`src/rtl/muldiv_hilo_unit.sv`:
```
// Iterative MULT/MULTU/DIV/DIVU unit with architectural HI/LO and MTHI/MTLO writes.
// Define MULDIV_SIGNED_EN for signed MULT/DIV; otherwise they execute as MULTU/DIVU.
module muldiv_hilo_unit #(
   parameter int unsigned WIDTH = 32
) (
   input  logic             clk,
   input  logic             reset,
   input  logic             start,
   input  logic [5:0]       funct,
   input  logic [WIDTH-1:0] srca,
   input  logic [WIDTH-1:0] srcb,
   output logic             busy,
   output logic             done,
   output logic [WIDTH-1:0] hi,
   output logic [WIDTH-1:0] lo
);

   localparam int unsigned CntW = $clog2(WIDTH);
   localparam logic [CntW-1:0] LastCnt = CntW'(WIDTH - 1);

   localparam logic [5:0] FnMthi  = 6'b010001;
   localparam logic [5:0] FnMtlo  = 6'b010011;
   localparam logic [5:0] FnMult  = 6'b011000;
   localparam logic [5:0] FnMultu = 6'b011001;
   localparam logic [5:0] FnDiv   = 6'b011010;
   localparam logic [5:0] FnDivu  = 6'b011011;

   typedef enum logic [1:0] {StIdle, StMul, StDiv, StFix} state_e;

   state_e state_q, state_d;

   logic [CntW-1:0]    cnt_q, cnt_d;
   // MUL: {partial product, remaining multiplier}; DIV: {remainder, dividend/quotient}
   logic [2*WIDTH-1:0] acc_q, acc_d;
   logic [WIDTH-1:0]   opb_q, opb_d;
   logic [WIDTH-1:0]   hi_q, hi_d;
   logic [WIDTH-1:0]   lo_q, lo_d;
   logic               done_q, done_d;

   logic               is_mul_fn, is_div_fn, launch;
   logic [WIDTH-1:0]   mag_a, mag_b;
   logic [WIDTH-1:0]   fix_hi, fix_lo;

   assign is_mul_fn = (funct == FnMult) || (funct == FnMultu);
   assign is_div_fn = (funct == FnDiv) || (funct == FnDivu);
   assign launch    = (state_q == StIdle) && start && (is_mul_fn || is_div_fn);

   // Shift-add step: add multiplicand when the current multiplier bit is set, then shift right.
   logic [WIDTH:0]     mul_sum;
   logic [2*WIDTH-1:0] mul_step;

   always_comb begin
      mul_sum  = {1'b0, acc_q[2*WIDTH-1:WIDTH]} + {1'b0, (acc_q[0] ? opb_q : {WIDTH{1'b0}})};
      mul_step = {mul_sum, acc_q[WIDTH-1:1]};
   end

   // Restoring step: shift in the next dividend bit and keep the difference if it did not borrow.
   logic [WIDTH:0]     div_shift;
   logic [WIDTH+1:0]   div_diff;
   logic               div_ok;
   logic [WIDTH-1:0]   div_rem;
   logic [2*WIDTH-1:0] div_step;
   logic               unused_div_bit;

   always_comb begin
      div_shift = {acc_q[2*WIDTH-1:WIDTH], acc_q[WIDTH-1]};
      div_diff  = {1'b0, div_shift} - {2'b00, opb_q};
      div_ok    = ~div_diff[WIDTH+1];
      div_rem   = div_ok ? div_diff[WIDTH-1:0] : div_shift[WIDTH-1:0];
      div_step  = {div_rem, acc_q[WIDTH-2:0], div_ok};
   end

   // The kept difference is always below the divisor, so its top bit is never needed.
   assign unused_div_bit = div_diff[WIDTH];

`ifdef MULDIV_SIGNED_EN
   logic               sign_fn, neg_a, neg_b;
   logic               neg_res_q, neg_rem_q, is_div_q;
   logic [2*WIDTH-1:0] prod_fix;
   logic [WIDTH-1:0]   quo_fix, rem_fix;

   assign sign_fn = (funct == FnMult) || (funct == FnDiv);
   assign neg_a   = sign_fn & srca[WIDTH-1];
   assign neg_b   = sign_fn & srcb[WIDTH-1];
   assign mag_a   = neg_a ? -srca : srca;
   assign mag_b   = neg_b ? -srcb : srcb;

   always_ff @(posedge clk or posedge reset) begin
      if (reset) begin
         neg_res_q <= 1'b0;
         neg_rem_q <= 1'b0;
         is_div_q  <= 1'b0;
      end else if (launch) begin
         neg_res_q <= neg_a ^ neg_b;
         neg_rem_q <= neg_a;
         is_div_q  <= is_div_fn;
      end
   end

   // Remainder follows the dividend's sign; quotient and product follow the sign product.
   always_comb begin
      prod_fix = neg_res_q ? -acc_q : acc_q;
      quo_fix  = neg_res_q ? -acc_q[WIDTH-1:0] : acc_q[WIDTH-1:0];
      rem_fix  = neg_rem_q ? -acc_q[2*WIDTH-1:WIDTH] : acc_q[2*WIDTH-1:WIDTH];
      fix_hi   = is_div_q ? rem_fix : prod_fix[2*WIDTH-1:WIDTH];
      fix_lo   = is_div_q ? quo_fix : prod_fix[WIDTH-1:0];
   end
`else
   assign mag_a  = srca;
   assign mag_b  = srcb;
   assign fix_hi = acc_q[2*WIDTH-1:WIDTH];
   assign fix_lo = acc_q[WIDTH-1:0];
`endif

   always_ff @(posedge clk or posedge reset) begin
      if (reset) begin
         state_q <= StIdle;
      end else begin
         state_q <= state_d;
      end
   end

   always_comb begin
      state_d = state_q;
      cnt_d   = cnt_q;
      acc_d   = acc_q;
      opb_d   = opb_q;
      hi_d    = hi_q;
      lo_d    = lo_q;
      done_d  = 1'b0;
      unique case (state_q)
         StIdle: begin
            if (start) begin
               case (funct)
                  FnMthi: hi_d = srca;
                  FnMtlo: lo_d = srca;
                  FnMult, FnMultu: begin
                     acc_d   = {{WIDTH{1'b0}}, mag_a};
                     opb_d   = mag_b;
                     cnt_d   = '0;
                     state_d = StMul;
                  end
                  FnDiv, FnDivu: begin
                     acc_d   = {{WIDTH{1'b0}}, mag_a};
                     opb_d   = mag_b;
                     cnt_d   = '0;
                     state_d = StDiv;
                  end
                  default: ;
               endcase
            end
         end
         StMul: begin
            acc_d = mul_step;
            cnt_d = cnt_q + CntW'(1);
            if (cnt_q == LastCnt) begin
               state_d = StFix;
            end
         end
         StDiv: begin
            acc_d = div_step;
            cnt_d = cnt_q + CntW'(1);
            if (cnt_q == LastCnt) begin
               state_d = StFix;
            end
         end
         StFix: begin
            hi_d    = fix_hi;
            lo_d    = fix_lo;
            done_d  = 1'b1;
            state_d = StIdle;
         end
         default: state_d = StIdle;
      endcase
   end

   always_ff @(posedge clk or posedge reset) begin
      if (reset) begin
         cnt_q  <= '0;
         acc_q  <= '0;
         opb_q  <= '0;
         hi_q   <= '0;
         lo_q   <= '0;
         done_q <= 1'b0;
      end else begin
         cnt_q  <= cnt_d;
         acc_q  <= acc_d;
         opb_q  <= opb_d;
         hi_q   <= hi_d;
         lo_q   <= lo_d;
         done_q <= done_d;
      end
   end

   assign busy = (state_q != StIdle);
   assign done = done_q;
   assign hi   = hi_q;
   assign lo   = lo_q;

endmodule

```
`config.mk`:
```
export PLATFORM = sky130hd
export DESIGN_NAME = muldiv_hilo_unit
export DESIGN_NICKNAME = d
export VERILOG_FILES = /design/src/rtl/muldiv_hilo_unit.sv
export SDC_FILE = /design/constraint.sdc
export NUM_CORES = 1
export LEC_CHECK = 0
export ABC_AREA = 1
export BUFFER_PORTS_ARGS = -buffer_cell sky130_fd_sc_hd__buf_2
export CAP_MARGIN = 0
export CORE_MARGIN = 10
export CORE_UTILIZATION = 60
export DETAILED_ROUTE_END_ITERATION = 10
export PLACE_DENSITY = 0.81
export SLEW_MARGIN = 40
export SYNTH_ARGS = -nofsm -noshare
export SYNTH_HDL_FRONTEND = slang
export SYNTH_SLANG_ARGS = --single-unit
```
`constraint.sdc`:
```
create_clock -name clk -period 15.1 [get_ports clk]
set_clock_uncertainty 0.2 [all_clocks]
set_input_delay 3.02 -clock clk [delete_from_list [all_inputs] [get_ports clk]]
set_output_delay 3.02 -clock clk [all_outputs]
set_load 0.01 [all_outputs]
```
==> results.toml, run 1 <==
[setup_path]
critPathCaptureType = "flip-flop"
startpoint_type = "primary input"
crit_fanout = 65
crit_top_cell = "buf_4"
worstPathRequired_ps = 15230
crit_chain = "buf_2 > nor2_1 > inv_1 > nor4_2 > nand2_2 > buf_4 > o21ai_2 > inv_2 > buf_4 > o31ai_1"
worst-endpoint-arrival_ps = 5690
worst_path_max_delay_cell = "buf_4"
critPathKind = "in2reg"
cp_slowest_stage_delay_ps = 430

[clock_tree]
hold_buffers = 0
clock-sinks = 168
post_cts_buffers = 0
cts_tree = "built"
cts.reportedPaths.clkPinSlew_ps = 80
cts_repair_resize_count = 0
cts.htree.levels = 4
clock-root-buffer = "clkbuf_16"
cts_buffer_depth = 2
cts_buffers = 17
clk-insertion-delay-late_ps = 450

[placement]
dpl.hpwl_um = 31800
portBuffers = 138
dp_slack_ps = 9170
gp_congestion = 1.04

[global_route]
grt_pass1_vias = 12700
antenna_found_initial = 0
overflow = 0
grtUsageTotal = 0.294
grt_pass1_wl_um = 67300
grt_max_degree = 100

[floorplan]
core_um2 = 21000
die_area_um2 = 27700
die_height_um = 166
io_pins = 139
start_util = 0.611
die_x_um = 166
rows = 53

[drt]
via_per_inst = 5.79
drt-total-wl_um = 41500
wl_per_cell_um = 17.7
vias = 13600
ant_nets = 0
drc = 0
drtIter0Drc = 1370
dr.pass1.iters = 5

[yosys]
synthFlopType = "dfrtp_1"
synth_nets = 2106
ys_types = 46
seq_area_frac_synth = 0.327
yosys_warnings = 0
syn_avg_cell_area_um2 = 6.55
async_flop_share = 1.00
yosys_register_bits = 168
syn_area_um2 = 12800
syn_inst = 1960
synth-edff-count = 0

[sta]
fin_ws_ps = 9550
relSlewSlack = 0.502
fin_setup_tns_ps = 0
setup_violations = 0
holdWs_ps = 309
slew_violations = 0
tightest_slew_ps = 748
rsz0062_at_grt = "false"
hold_viol_final = 0
max_freq_ghz = 0.180
min_period_ps = 5550
period_share = 0.368

[power_and_ir_drop]
power_per_cell_area_nw_per_um2 = 219
power.total_mw = 3.11
p_leak_nw = 7.63
vdd_drop_max_mv = 0.150

[run_status]
status = "completed"

[cells_and_area]
syn_to_final_growth_pct = 10.9
fillers = 1930
multiInputGateArea_um2 = 7420
nets = 2198
drive_gt1_frac = 0.110
regArea_um2 = 4200
diodes = 0

[job]
cap_violations = 0

[hold_path]
min_path_type = "reg2reg"
-- synthesized netlist by cell type, types with 5 or more instances --
library cell / instances / area share
a21boi_0: 11 / 0.0064
a21oi_1: 84 / 0.033
a221oi_1: 30 / 0.020
a31oi_1: 67 / 0.033
and2_1: 5 / 0.0024
buf_2: 23 / 0.0090
clkbuf_1: 48 / 0.014
dfrtp_1: 168 / 0.33
ha_1: 71 / 0.069
inv_1: 235 / 0.069
inv_2: 10 / 0.0029
nand2_1: 671 / 0.20
nand2_2: 8 / 0.0039
nand3_1: 115 / 0.045
nand3b_1: 18 / 0.011
nand4_1: 12 / 0.0058
nor2_1: 227 / 0.066
nor3_1: 9 / 0.0035
o21a_1: 6 / 0.0035
o21ai_0: 42 / 0.016
o21ai_1: 12 / 0.0047
o21bai_1: 5 / 0.0029
o31ai_1: 30 / 0.018
or2_2: 5 / 0.0024
xnor2_1: 13 / 0.0089
-- worst paths after layout --
| kind | endpoint | depth (start not counted) | slack, ps | start |
|---|---|---|---|---|
| max | acc_q[21] | 10 | 9550 | funct[5] |
| min | cnt_q[0] | 1 | 310 | cnt_q[0] |
| max reg2reg | acc_q[21] | 9 | 11610 | state_q[0] |
| min reg2reg | cnt_q[0] | 1 | 310 | cnt_q[0] |
| max in group asynchronous | opb_q[13] | 3 | 11130 | reset |
| min in group asynchronous | hi[8] | 2 | 2460 | reset |
-- cells in the final DEF (no fill, tap or decap), types with 30 or more instances in the layout --
| cell | count |
|---|---|
| nand2_1 | 668 |
| dfrtp_1 | 168 |
| inv_1 | 233 |
| a221oi_1 | 30 |
| o21ai_0 | 42 |
| a31oi_1 | 67 |
| nor2_1 | 226 |
| a21oi_1 | 84 |
| o31ai_1 | 30 |
| nand3_1 | 115 |
| buf_2 | 138 |
| ha_1 | 68 |
-- power breakdown --
| group | total (mW) | leakage, nW | switching (mW) | internal (mW) |
|---|---|---|---|---|
| logic | 1.82 | 5.42 | 1.20 | 0.619 |
| registers | 0.846 | 1.93 | 0.190 | 0.656 |
| clock network | 0.447 | 0.284 | 0.221 | 0.226 |
-- routing by layer --
metal | routed length (µm) | global-route usage | share of wire | vias up
met5 | 0 | 0 | 0 | -
met4 | 911 | 0.0840 | 0.022 | 0
met3 | 3760 | 0.0426 | 0.091 | 70
met2 | 18600 | 0.462 | 0.45 | 654
met1 | 18200 | 0.411 | 0.44 | 6284
li1 | - | - | - | 6549
-- sequential cells by signal, summed over array words and instances, names as in the netlist --
| name | flops |
|---|---|
| state_q | 2 |
| hi | 32 |
| done | 1 |
| acc_q | 64 |
| opb_q | 32 |
| lo | 32 |
| cnt_q | 5 |
-- through the flow --
stage / cell area (µm²) / utilization / std cells
4_1_cts: 14300 / 0.678 / 2340
2_1_floorplan: 12800 / - / 1960
3_3_place_gp: 13600 / 0.649 / 2308
6_report: 14300 / 0.678 / 2340
5_1_grt: 14300 / 0.678 / 2340
3_5_place_dp: 13700 / 0.650 / 2308
-- critical path: cells and delay by family --
family	cells	cell delay (ps)
compound gates	2	730
buf+inv	5	1310
simple gates	3	580
-- final cells by class --
type                            count  share of cell area
Clock buffer                       18              0.0308
Timing Repair Buffer              147              0.0535
Inverter                          246              0.0653
Tap cell                          275              0.0241
Clock inverter                     14              0.0107
Sequential cell                   168               0.295
Multi-Input combinational cell   1472               0.521
-- logic make-up (layout without fill, tap and decap cells) --
group / Yosys count / after routing / synth area share
compound gates: 298 / 298 / 0.145
xor+xnor: 13 / 13 / 0.00886
fa+ha+maj: 73 / 73 / 0.0723
buf+inv: 320 / 425 / 0.0975
flops: 168 / 168 / 0.327
mux: 1 / 1 / 0.000876
simple gates: 1087 / 1087 / 0.348
(Power assumes the default switching activity.)
==> run 2, diff against run 1 <==
clock period = 5.4 ns   (was 15.1 ns; I/O delays follow)
==> run 2 against run 1 <==
Clock-buffer cell count unchanged. Core utilization up 0.45 points. Largest cell class unchanged. Setup slack worse by 7400 ps. Power increased to 2.8 times the previous value. Combinational power grew to 2.8 times the previous value. Non-clock buffer count increased by 2. Sequential power increased to 2.8 times the previous value. Die area did not move. First-iteration DRC count down 4.1%. Critical path type is now reg2reg. Critical path depth up 3. Wire length decreased by 4.8%.
==> results.toml, run 2 (synthesis results as in run 1) <==
[cells_and_area]
design_area_um2 = 14300
layout_commonest_cell = "nand2_1"
largest_reg_flops = 64
fillers = 1857
largest-register = "acc_q"
final_cell_mix = "nand2_1, inv_1, nor2_1, dfrtp_1, buf_2"
nets = 2200
drive_gt1_frac = 0.111
syn_to_final_growth_pct = 11.7
diodes = 0

[clock_tree]
cts.htree.levels = 4
post_cts_buffers = 0
cts.reportedPaths.clkPinSlew_ps = 70
cts_buffers = 17
clock-sinks = 168
cts_buffer_depth = 2
clk-insertion-delay-late_ps = 440
hold_buffers = 0
clock-root-buffer = "clkbuf_16"
cts_repair_resize_count = 0
cts_tree = "built"

[floorplan]
io_pins = 139
rows = 53
start_util = 0.611
core_um2 = 21000
die_height_um = 166
die_area_um2 = 27700
die_x_um = 166

[power_and_ir_drop]
p_leak_nw = 7.68
power_per_cell_area_nw_per_um2 = 613
vdd_drop_max_mv = 0.454

[setup_path]
crit_top_cell = "nand2_1"
r2r_slack_ps = 2140
worst-endpoint-arrival_ps = 3390
crit_fanout = 33
worstPathRequired_ps = 5530
crit_chain = "ha_1 > a21oi_1 > nor2_1 > o21ai_1 > nand2_1 > nor2_8 > nand2_4 > nand2_2 > nand2_1 > nand2_1 > nand2_1 > nand2_1 > nand2_1"
rr_worst_depth = 13
r2r_start = "acc_q[57]"
path_buf_inv = 0
crit_family = "simple AND/OR/NAND/NOR gates"
critPathCaptureType = "flip-flop"
rr_endpoint = "acc_q[61]"
worst_path_max_delay_cell = "dfrtp_1"
startpoint_type = "flip-flop"
critPathKind = "reg2reg"
cp_slowest_stage_delay_ps = 480

[sta]
rsz0062_at_grt = "false"
max_freq_ghz = 0.307
slew_violations = 0
relSlewSlack = 0.461
fin_setup_tns_ps = 0
hold_viol_final = 0
setup_violations = 0
tightest_slew_ps = 808
period_share = 0.604
min_period_ps = 3260

[global_route]
grt_max_degree = 103
grt_pass1_vias = 12300
antenna_found_initial = 0
overflow = 0
grtUsageTotal = 0.277
grt_pass1_wl_um = 64000

[drt]
drc = 0
wl_met1_um = 17500
wl_met3_um = 3330
vias = 13400
ant_nets = 0
routed.top_layer = "met4"
dr.pass1.iters = 7
drtIter0Drc = 1314
wl_met2_um = 17900
wl_per_cell_um = 16.9
drt-total-wl_um = 39500
via_per_inst = 5.72

[hold_path]
whs_path_depth = 1
min_from = "cnt_q[0]"
min_path_type = "reg2reg"
min_to = "cnt_q[0]"

[run_status]
status = "completed"

[placement]
dpl.hpwl_um = 30400
portBuffers = 138
gp_congestion = 1.01
place_area_um2 = 13700

[job]
cap_violations = 0
==> run 2: how the worst max path moves through the flow <==
stage / startpoint / end / slack, ps / cells past startpoint
finish: acc_q[57] / acc_q[61] / 2140 / 13
global route: funct[4] / acc_q[14] / 1830 / 11
CTS: funct[5] / acc_q[22] / 2180 / 10
detailed placement: funct[5] / acc_q[22] / 1750 / 10
global placement: funct[4] / acc_q[25] / 1870 / 12
floorplan: reset / acc_q[0] / 1980 / 1
==> run 2: final cells by class <==
| cell class | instances | area, µm² | share of cell area |
|---|---|---|---|
| inverter | 246 | 927 | 0.0646 |
| clock inverter | 13 | 206 | 0.0144 |
| clock buffer | 18 | 439 | 0.0306 |
| timing repair buffer | 149 | 806 | 0.0562 |
| sequential | 168 | 4210 | 0.293 |
| multi-input combinational | 1472 | 7420 | 0.517 |
| tap | 275 | 344 | 0.0240 |
==> run 2: power by group <==
part / switching, mW / total (mW) / internal [mW]
logic: 3.30 / 5.04 / 1.75
clock network: 0.565 / 1.37 / 0.802
registers: 0.557 / 2.39 / 1.83
total: 4.42 / 8.80 / 4.38
==> run 2: through the flow <==
step | std cells | worst slack (ps) | hold WS, ps | total power, mW | util
after floorplan | 1960 | 1980 | 268 | 5.96 | -
after global placement | 2309 | 1870 | 288 | 7.17 | 0.650
after detailed placement | 2310 | 1750 | 294 | 7.32 | 0.652
final | 2341 | 2140 | 307 | 8.80 | 0.682
after CTS | 2341 | 2180 | 303 | 8.71 | 0.682
after global routing | 2341 | 1830 | 360 | 9.54 | 0.682
==> run 2: metal layers <==
layer  track usage  up-vias
li1              -     6547
met1         0.383     6154
met2         0.442      638
met3        0.0405       56
met4        0.0764        0
met5             0        -
==> run 2: worst reg2reg max path: cells and delay by family, from the launching register on <==
kind            cells  cell delay (ps)
simple gates       10             1670
compound gates      2              380
fa+ha+maj           1              430
flops               1              480
==> run 3, diff against run 2 <==
clock period = 3.25 ns   (was 5.4 ns; I/O delays follow)
==> run 3 against run 2 <==
Clock-buffer cell count is the same. Register-to-register slack lost 1900 ps. Via count grew 2.8%. Die area is the same. Fmax grew 8.9%. Final cell count grew 0.81%. Power grew 68%. Flip-flop and latch count is the same. Non-clock buffer count grew 18. Setup slack lost 1900 ps. Sequential power grew 65%. Cell area grew 0.47%. Critical endpoint is now acc_q[59].
==> results.toml, run 3 (synthesis results as in run 1) <==
[run_status]
status = "completed"

[floorplan]
rows = 53
io_pins = 139
die_area_um2 = 27700
start_util = 0.611
core_um2 = 21000
die_height_um = 166
die_x_um = 166

[drt]
wl_per_cell_um = 18.3
drt-total-wl_um = 43200
drtIter0Drc = 1504
ant_nets = 0
dr.pass1.iters = 6
via_per_inst = 5.83
vias = 13800
drc = 0

[placement]
dpl.hpwl_um = 33300
dp_slack_ps = 349
dp.cells = 2327
place_area_um2 = 13800
portBuffers = 138
gp_congestion = 0.989

[hold_path]
min_to = "opb_q[23]"
whs_path_depth = 3
min_path_type = "in2reg"
min_from = "srcb[23]"

[clock_tree]
cts_buffer_depth = 2
clk-insertion-delay-late_ps = 450
cts.htree.levels = 4
clock-sinks = 168
hold_buffers = 1
cts_tree = "built"
cts_buffers = 17
cts.reportedPaths.clkPinSlew_ps = 90
cts_repair_resize_count = 0
post_cts_buffers = 0
clock-root-buffer = "clkbuf_16"

[sta]
tightest_slew_ps = 718
max_freq_ghz = 0.334
fin_ws_ps = 254
period_share = 0.922
holdWs_ps = 252
rsz0062_at_grt = "false"
hold_viol_final = 0
slew_violations = 0
setup_violations = 0
fin_setup_tns_ps = 0
min_period_ps = 3000
relSlewSlack = 0.521

[cells_and_area]
layout_commonest_cell = "nand2_1"
final_cell_mix = "nand2_1, inv_1, nor2_1, dfrtp_1, buf_2"
syn_to_final_growth_pct = 12.2
largest-register = "acc_q"
final_util = 0.686
drive_gt1_frac = 0.118
largest_reg_flops = 64
fillers = 1913
design_area_um2 = 14400
nets = 2218
diodes = 0
layout.cells.non_filler = 2360

[global_route]
grt_pass1_wl_um = 69300
grtUsageTotal = 0.303
antenna_found_initial = 0
grt_pass1_vias = 13000
grt_max_degree = 126
overflow = 0

[setup_path]
worst-endpoint-arrival_ps = 3170
critPathKind = "reg2reg"
startpoint_type = "flip-flop"
critPathCaptureType = "flip-flop"
worstPathRequired_ps = 3430
rr_worst_depth = 13
r2r_slack_ps = 250
rr_endpoint = "acc_q[59]"
crit_fanout = 30
r2r_start = "acc_q[56]"

[power_and_ir_drop]
p_sw_mw = 7.70
p_leak_nw = 7.74
swShare = 0.520
power.total_mw = 14.8
p_int_mw = 7.12
pwr-share-seq = 0.266
vdd_drop_max_mv = 0.731
p_comb_frac = 0.597
power_per_cell_area_nw_per_um2 = 1030
pwr-share-clk = 0.137

[job]
cap_violations = 0
## run 3: cell types whose count changed in the layout (fill, tap and decap cells not counted), sizes merged
| cell | previous run | this run |
|---|---|---|
| clkinv | 3 | 9 |
| bufinv | 4 | 0 |
| buf | 149 | 166 |
| inv | 251 | 250 |
| dlygate4sd3 | 0 | 1 |
## run 3: cell type report
class	count	area (µm²)	area share
clock inverters	14	153	0.0106
inverters	246	927	0.0643
flip-flops and latches	168	4200	0.292
multi-input cells	1472	7410	0.514
clock buffers	18	429	0.0298
repair buffers	167	948	0.0658
well taps	275	344	0.0239
## run 3: power groups by stage
| stage | sequential [mW] | combinational [mW] | clock [mW] |
|---|---|---|---|
| after floorplan | 3.80 | 6.09 | 0 |
| after global placement | 3.91 | 8.44 | 0 |
| after detailed placement | 3.93 | 8.63 | 0 |
| after CTS | 3.90 | 8.70 | 2.05 |
| after global routing | 4.03 | 9.82 | 2.13 |
| final | 3.94 | 8.84 | 2.04 |
## run 3: critical path: stages (launching register included)
cell     delay, ps
dfrtp_1        480
ha_1           470
nand2_1        190
nor2_1         170
nand2_1        150
nor2_4         190
nor2_8          50
nand2_4        280
nand2_2        270
nand2_1        130
nand2_1        120
nand2_1         80
nand2_1         40
nand2_1         70
## run 3: per-layer routing
layer / track usage / vias up / wire length (µm)
met5: 0 / - / 0
met4: 0.0775 / 0 / 926
met3: 0.0549 / 76 / 4370
met2: 0.475 / 772 / 19500
met1: 0.421 / 6340 / 18500
li1: - / 6580 / -
## run 3: how the worst max path moves through the flow
stage | from | end | slack [ps] | depth (start not counted)
after floorplan | reset | acc_q[0] | 260 | 1
after global placement | acc_q[59] | acc_q[59] | 360 | 13
after detailed placement | acc_q[39] | acc_q[59] | 350 | 15
after CTS | acc_q[54] | acc_q[59] | 330 | 15
after global routing | acc_q[56] | acc_q[59] | 90 | 13
final | acc_q[56] | acc_q[59] | 250 | 13
